`src/rtl/fetch_ctrl.sv`:
```
// fetch_ctrl: instruction-fetch sequencer driving the PC strobes, the memory req/ack port and the decode valid/ready port.
// Optional macro FETCH_TIMEOUT_EN adds the TIMEOUT parameter, a WAIT/DRAIN abort and a sticky fetch_err output.
module fetch_ctrl #(
  parameter int AW = 8,
  parameter int IW = 16
`ifdef FETCH_TIMEOUT_EN
  ,
  parameter int TIMEOUT = 15
`endif
) (
  input  logic          clock,
  input  logic          reset,
  input  logic [AW-1:0] pcout,
  output logic [AW-1:0] pcin,
  output logic          incr,
  output logic          load,
  output logic [AW-1:0] mem_addr,
  output logic          mem_req,
  input  logic          mem_ack,
  input  logic [IW-1:0] mem_rdata,
  output logic [IW-1:0] instr,
  output logic          instr_valid,
  input  logic          instr_ready,
  input  logic          branch_valid,
  input  logic [AW-1:0] branch_target
`ifdef FETCH_TIMEOUT_EN
  ,
  output logic          fetch_err
`endif
);

  typedef enum logic [2:0] {
    S_IDLE  = 3'd0,
    S_ISSUE = 3'd1,
    S_WAIT  = 3'd2,
    S_HOLD  = 3'd3,
    S_DRAIN = 3'd4
  } state_t;

  state_t          r_state;
  state_t          w_next_state;
  logic            r_mem_req;
  logic [AW-1:0]   r_mem_addr;
  logic [IW-1:0]   r_instr;
  logic            r_instr_valid;
  logic            w_req_next;
  logic            w_valid_next;
  logic            w_issue;
  logic            w_capture;
  logic            w_incr;

`ifdef FETCH_TIMEOUT_EN
  localparam int CW = (TIMEOUT < 2) ? 1 : $clog2(TIMEOUT);
  logic [CW-1:0]   r_to_cnt;
  logic            r_fetch_err;
  logic            w_to_hit;
  logic            w_to_abort;
  logic            w_waiting;

  assign w_waiting = (r_state == S_WAIT) || (r_state == S_DRAIN);
  assign w_to_hit  = (r_to_cnt == CW'(TIMEOUT - 1));
`endif

  always_comb begin
    w_next_state = r_state;
    w_req_next   = r_mem_req;
    w_valid_next = r_instr_valid;
    w_issue      = 1'b0;
    w_capture    = 1'b0;
    w_incr       = 1'b0;
`ifdef FETCH_TIMEOUT_EN
    w_to_abort   = 1'b0;
`endif
    case (r_state)
      S_IDLE: w_next_state = S_ISSUE;
      S_ISSUE: begin
        // A redirect in this cycle means pcout is stale; re-issue next cycle.
        if (!branch_valid) begin
          w_issue      = 1'b1;
          w_req_next   = 1'b1;
          w_next_state = S_WAIT;
        end
      end
      S_WAIT: begin
        if (mem_ack) begin
          w_req_next   = 1'b0;
          w_next_state = S_ISSUE;
          if (!branch_valid) begin
            w_capture    = 1'b1;
            w_valid_next = 1'b1;
            w_incr       = 1'b1;
            w_next_state = S_HOLD;
          end
        end else if (branch_valid) begin
          w_next_state = S_DRAIN;
        end
      end
      S_HOLD: begin
        if (branch_valid || instr_ready) begin
          w_valid_next = 1'b0;
          w_next_state = S_ISSUE;
        end
      end
      S_DRAIN: begin
        if (mem_ack) begin
          w_req_next   = 1'b0;
          w_next_state = S_ISSUE;
        end
      end
      default: w_next_state = S_IDLE;
    endcase
`ifdef FETCH_TIMEOUT_EN
    if (w_waiting && !mem_ack && w_to_hit) begin
      w_to_abort   = 1'b1;
      w_req_next   = 1'b0;
      w_next_state = S_ISSUE;
    end
`endif
  end

  always_ff @(posedge clock or negedge reset) begin
    if (!reset) r_state <= S_IDLE;
    else        r_state <= w_next_state;
  end

  always_ff @(posedge clock or negedge reset) begin
    if (!reset) begin
      r_mem_req     <= 1'b0;
      r_mem_addr    <= '0;
      r_instr       <= '0;
      r_instr_valid <= 1'b0;
    end else begin
      r_mem_req     <= w_req_next;
      r_instr_valid <= w_valid_next;
      if (w_issue)   r_mem_addr <= pcout;
      if (w_capture) r_instr    <= mem_rdata;
    end
  end

`ifdef FETCH_TIMEOUT_EN
  // Counter restarts on every entry into WAIT or DRAIN, including WAIT->DRAIN.
  always_ff @(posedge clock or negedge reset) begin
    if (!reset) begin
      r_to_cnt    <= '0;
      r_fetch_err <= 1'b0;
    end else begin
      if (w_next_state != r_state) r_to_cnt <= '0;
      else if (w_waiting)          r_to_cnt <= r_to_cnt + CW'(1);
      if (w_to_abort) r_fetch_err <= 1'b1;
    end
  end

  assign fetch_err = r_fetch_err;
`endif

  assign pcin        = branch_target;
  assign load        = reset & branch_valid;
  assign incr        = reset & w_incr;
  assign mem_req     = r_mem_req;
  assign mem_addr    = r_mem_addr;
  assign instr       = r_instr;
  assign instr_valid = r_instr_valid;

endmodule

```
`config.mk`:
```
export PLATFORM = sky130hd
export DESIGN_NAME = fetch_ctrl
export DESIGN_NICKNAME = d
export VERILOG_FILES = /design/src/rtl/fetch_ctrl.sv
export SDC_FILE = /design/constraint.sdc
export NUM_CORES = 1
export LEC_CHECK = 0
export CAP_MARGIN = 40
export CORE_MARGIN = 10
export CORE_UTILIZATION = 34
export DETAILED_ROUTE_END_ITERATION = 12
export PLACE_DENSITY = 0.76
export SLEW_MARGIN = 10
export SYNTH_ARGS = -nofsm -noshare
export SYNTH_HDL_FRONTEND = slang
export SYNTH_SLANG_ARGS = --single-unit
```
`constraint.sdc`:
```
create_clock -name clock -period 1.5 [get_ports clock]
set_input_delay 0.15 -clock clock [delete_from_list [all_inputs] [get_ports clock]]
set_output_delay 0.15 -clock clock [all_outputs]
set_load 0.01 [all_outputs]
```
# Word-level counts from Yosys, hierarchy flattened
# Index checks and enable logic that the tools add are counted.
[op_classes]
n_eq_ne = 11
n_mux = 17
n_bitwise = 2
n_reduce_logical = 8
[ops]
columns = ["cell", "count"]
rows = [
  ["$mux 3", 5],
  ["$pmux 3 s5", 1],
  ["$ne 2x2->1 const B", 5],
  ["$mux 1", 8],
  ["$reduce_and 4->1", 2],
  ["$eq 3x2->1 const B", 2],
  ["$pmux 1 s2", 2],
  ["$reduce_bool 2->1", 2],
  ["$eq 3x1->1 const B", 1],
  ["$eq 3x3->1 const B", 1],
  ["$logic_not 3->1", 1],
  ["$ne 3x3->1 const B", 1],
  ["$reduce_and 3->1", 1],
  ["$and 1x1->1", 2],
  ["$mux 2", 1],
  ["$ne 2x1->1 const B", 1],
  ["$reduce_or 2->1", 1],
  ["$logic_or 1x1->1", 1],
]
[totals]
ff_bits = 29
input_bits = 37
out_inout_bits = 36
wordCells = 43

# Longest topological paths before layout
[logic_depth]
ltp_word = 4
ltp_mapped = 6
depth_no_buf = 3

# Worst setup path before layout
# OpenSTA, ideal clock, no wires.
[synth_path]
path_type = "flip-flop to flip-flop"
startpoint = "register r_state[2]"
endpoint = "register r_instr[0], in the netlist instr[0]"
setup_time_ns = 0.125
arrival_ns = 1.307
required_time_ns = 1.375
setup_slack_ns = 0.068
path_stages_with_launch = 7
path_buffers = 3
synth_period_minus_slack_ns = 1.432
path_cell_list = "dfrtp_1 > buf_6 > nor3b_2 > nand2b_1 > buf_6 > buf_12 > mux2_4"
[synth_via]
elab_chain_len = 2
[synth_rtl]
columns = ["element", "line", "text"]
rows = [
  ["start: declaration", "40", "state_t r_state;"],
  ["start signal: assignment", "123", "else r_state <= w_next_state;"],
  ["$eq 3x2->1", "74", "case (r_state)"],
  ["$mux 1", "74", ""],
  ["end signal: assignment", "136", "if (w_capture) r_instr <= mem_rdata;"],
  ["end: declaration", "44", "logic [IW-1:0] r_instr;"],
]
# Every way passes these cells.
# A chain may end at the register's enable or synchronous reset.

# Worst setup path after layout
[layout_path]
startpoint = "register r_state[1]"
endpoint = "register r_instr[15], in the netlist instr[15]"
# The elaborated chain is that of the path after synthesis.

==> flow_metrics.tcl <==
set metrics [dict create \
    firstDrtPassIters 4 \
    grt_setup_unrepaired "false" \
    cts.clk_slew.worst_paths_ns 0.06 \
    fin_skew_ns 0.00331 \
    finalSetupTns_ns 0 \
    vias 924 \
    io_pins 73 \
    status "complete, no violations" \
    cts_setup_buffers 0 \
    yosys_warnings 0 \
    synth_edf_count 0 \
    ctsHoldBuffers 0 \
    gr-usage-all-layers 0.103 \
    fp.dieW_um 82.0 \
    powerDensity_mw_per_mm2 1770 \
    synth.avg_cell_area_um2 14.2 \
    cp.required_ns 1.66 \
    post-place-cells 194 \
    clk_path_buf_depth 2 \
    ys_seq_area_frac 0.554 \
    grt_max_degree 30 \
    setup_viol 0 \
    cts_tree "yes" \
    crit_type "reg -> reg" \
    syn_inst 92 \
    synth_area_leaders "dfrtp_1, mux2_2, mux2_4" \
    hp-class "in -> reg" \
    min_period_over_period 0.939 \
    grt_pass1_wl_um 5280 \
    synth-seq-cells 29 \
    post-route-drc-count 0 \
    yosys.area.top_type "dfrtp_1" \
    io_buffers 56 \
    period_needed_ns 1.41 \
    dieArea_mm2 0.00673 \
    synth.top_cell.area_share 0.554 \
    ant_nets 0 \
    max_slew_margin 0.761 \
    synthArstFlopShare 1.00 \
    wl_per_cell_um 17.1 \
    gp_congestion 0.843 \
    drt-initial-drc-count 41 \
    vdd_ir_drop_max_v 0.000836 \
    syn2layout_area_growth_pct 53.4 \
    ys_types 20 \
    initial_core_util 0.355 \
    cts_buffers 5 \
    grt_pass1_vias 1016 \
    crit_path_max_fanout 16 \
    htreeDepth 2 \
    antenna_found_initial 0 \
    start_kind "flop" \
    grt-ovfl-total 0 \
    clk_latency_ns 0.27 \
    netlist_area_mm2 0.00131 \
    row_count 22 \
    arrival_ns 1.57 \
    leakage_uw 0.000907 \
    fillers 335 \
    drt_wl_total_um 3460 \
    ys.flop_type "dfrtp_1" \
    multi_input_area_um2 465 \
    place_hpwl_um 2780 \
    worstMarginPinSlew_ns 0.358 \
    drive_above_1_share 0.299 \
    cts_root_buf "clkbuf_8" \
    hold_viol 0 \
    seq_area_um2 726 \
    via_per_inst 4.57 \
    maxCapViolations 0 \
    fmax_ghz 0.710 \
    antennaDiodeCount 0 \
    clkSinkCount 29 \
    core_mm2 0.00369 \
    die_height_um 82.0 \
    fin_cells 202 \
    slew_violations 0 \
    nNetsFinal 190 \
    syn-num-nets 129 \
    endpoint_kind "flop" \
    final_util 0.544 \
]
logic make-up after synthesis:
| logic type | after synthesis | synth area share |
|---|---|---|
| AND/OR/NAND/NOR | 14 | 0.0698 |
| buffers and inverters | 15 | 0.0956 |
| multiplexers | 24 | 0.232 |
| AO/OA/AOI/OAI | 10 | 0.0478 |
| flip-flops | 29 | 0.554 |
metrics by stage:
| step | setup WS, ns | total power, uW | hold WS [ns] | cell area, um2 |
|---|---|---|---|---|
| floorplan | 0.0679 | 1980 | -0.146 | 1310 |
| global placement | -0.179 | 2830 | 0.300 | 1900 |
| CTS | 0.00296 | 3600 | 0.300 | 2000 |
| global route | 0.00718 | 3770 | 0.263 | 2010 |
| detailed placement | -0.241 | 2890 | 0.300 | 1900 |
| finish | 0.0919 | 3540 | 0.255 | 2010 |
where the power goes:
group | leakage, uW | total [uW] | internal (uW) | switching [uW]
combinational | 0.000502 | 1550 | 1010 | 540
clock | 0.0000542 | 690 | 414 | 276
sequential | 0.000351 | 1300 | 1130 | 176
layer usage:
layer | wire, um | global-route usage | vias up
li1 | - | - | 428
met1 | 1370 | 0.117 | 447
met2 | 1630 | 0.161 | 45
met3 | 426 | 0.0480 | 4
met4 | 38 | 0.0510 | 0
met5 | 0 | 0 | -
synthesized netlist by cell type, types with 2 or more instances:
library cell	instances
a21oi_1	3
buf_4	8
buf_6	3
dfrtp_1	29
inv_1	3
mux2_2	15
mux2_4	9
nand2b_1	4
nor2_1	4
nor3_1	2
o21ai_0	3
path summary, 6_finish.rpt:
| check | start | endpoint | slack, ns | depth (start not counted) |
|---|---|---|---|---|
| setup / recovery | r_state[1] | instr[15] | 0.09 | 4 |
| hold / removal | branch_valid | r_state[1] | 0.25 | 3 |
| setup reg to reg | r_state[1] | instr[15] | 0.09 | 4 |
| hold reg to reg | instr[12] | instr[12] | 0.51 | 1 |
| max in group asynchronous | reset | instr[0] | 0.93 | 2 |
| min in group asynchronous | reset | mem_addr[6] | 0.31 | 2 |
final cells by class:
| class | count | area share |
|---|---|---|
| Timing Repair Buffer | 66 | 0.321 |
| Sequential cell | 29 | 0.361 |
| Tap cell | 48 | 0.0299 |
| Clock buffer | 7 | 0.0480 |
| Clock inverter | 1 | 0.00249 |
| Multi-Input combinational cell | 48 | 0.232 |
| Inverter | 3 | 0.00561 |
timing repair:
item	4_1_cts	5_1_grt
endpoints found under the setup margin	2	6
gates resized for setup	3	3
pin swaps	1	1
cells in the final DEF (no fill, tap or decap), drive strengths merged:
cell,Yosys,routed
o21ai,3,3
or2b,1,1
a21oi,3,3
nor3,3,3
mux2,24,24
o21bai,1,1
o21a,1,1
dlygate4sd2,0,1
clkdlybuf4s50,0,53
nor3b,1,1
clkbuf,0,8
nor2,4,4
dlymetal6s2s,0,1
nand3,1,1
o32ai,1,1
nand2b,4,4
inv,3,3
dfrtp,29,29
a221oi,1,1
clkinv,0,1
buf,12,10
flip-flops by register name, summed over array words and instances, names as in the netlist:
signal / cells
mem_req: 1
mem_addr: 8
instr: 16
r_state: 3
instr_valid: 1
critical path, cell delays in order (launching register included):
cell,delay (ns)
dfrtp_1,0.37
nor3b_2,0.16
nand2b_1,0.10
buf_4,0.28
mux2_2,0.37
No activity file was read; power rests on OpenSTA's default activity.
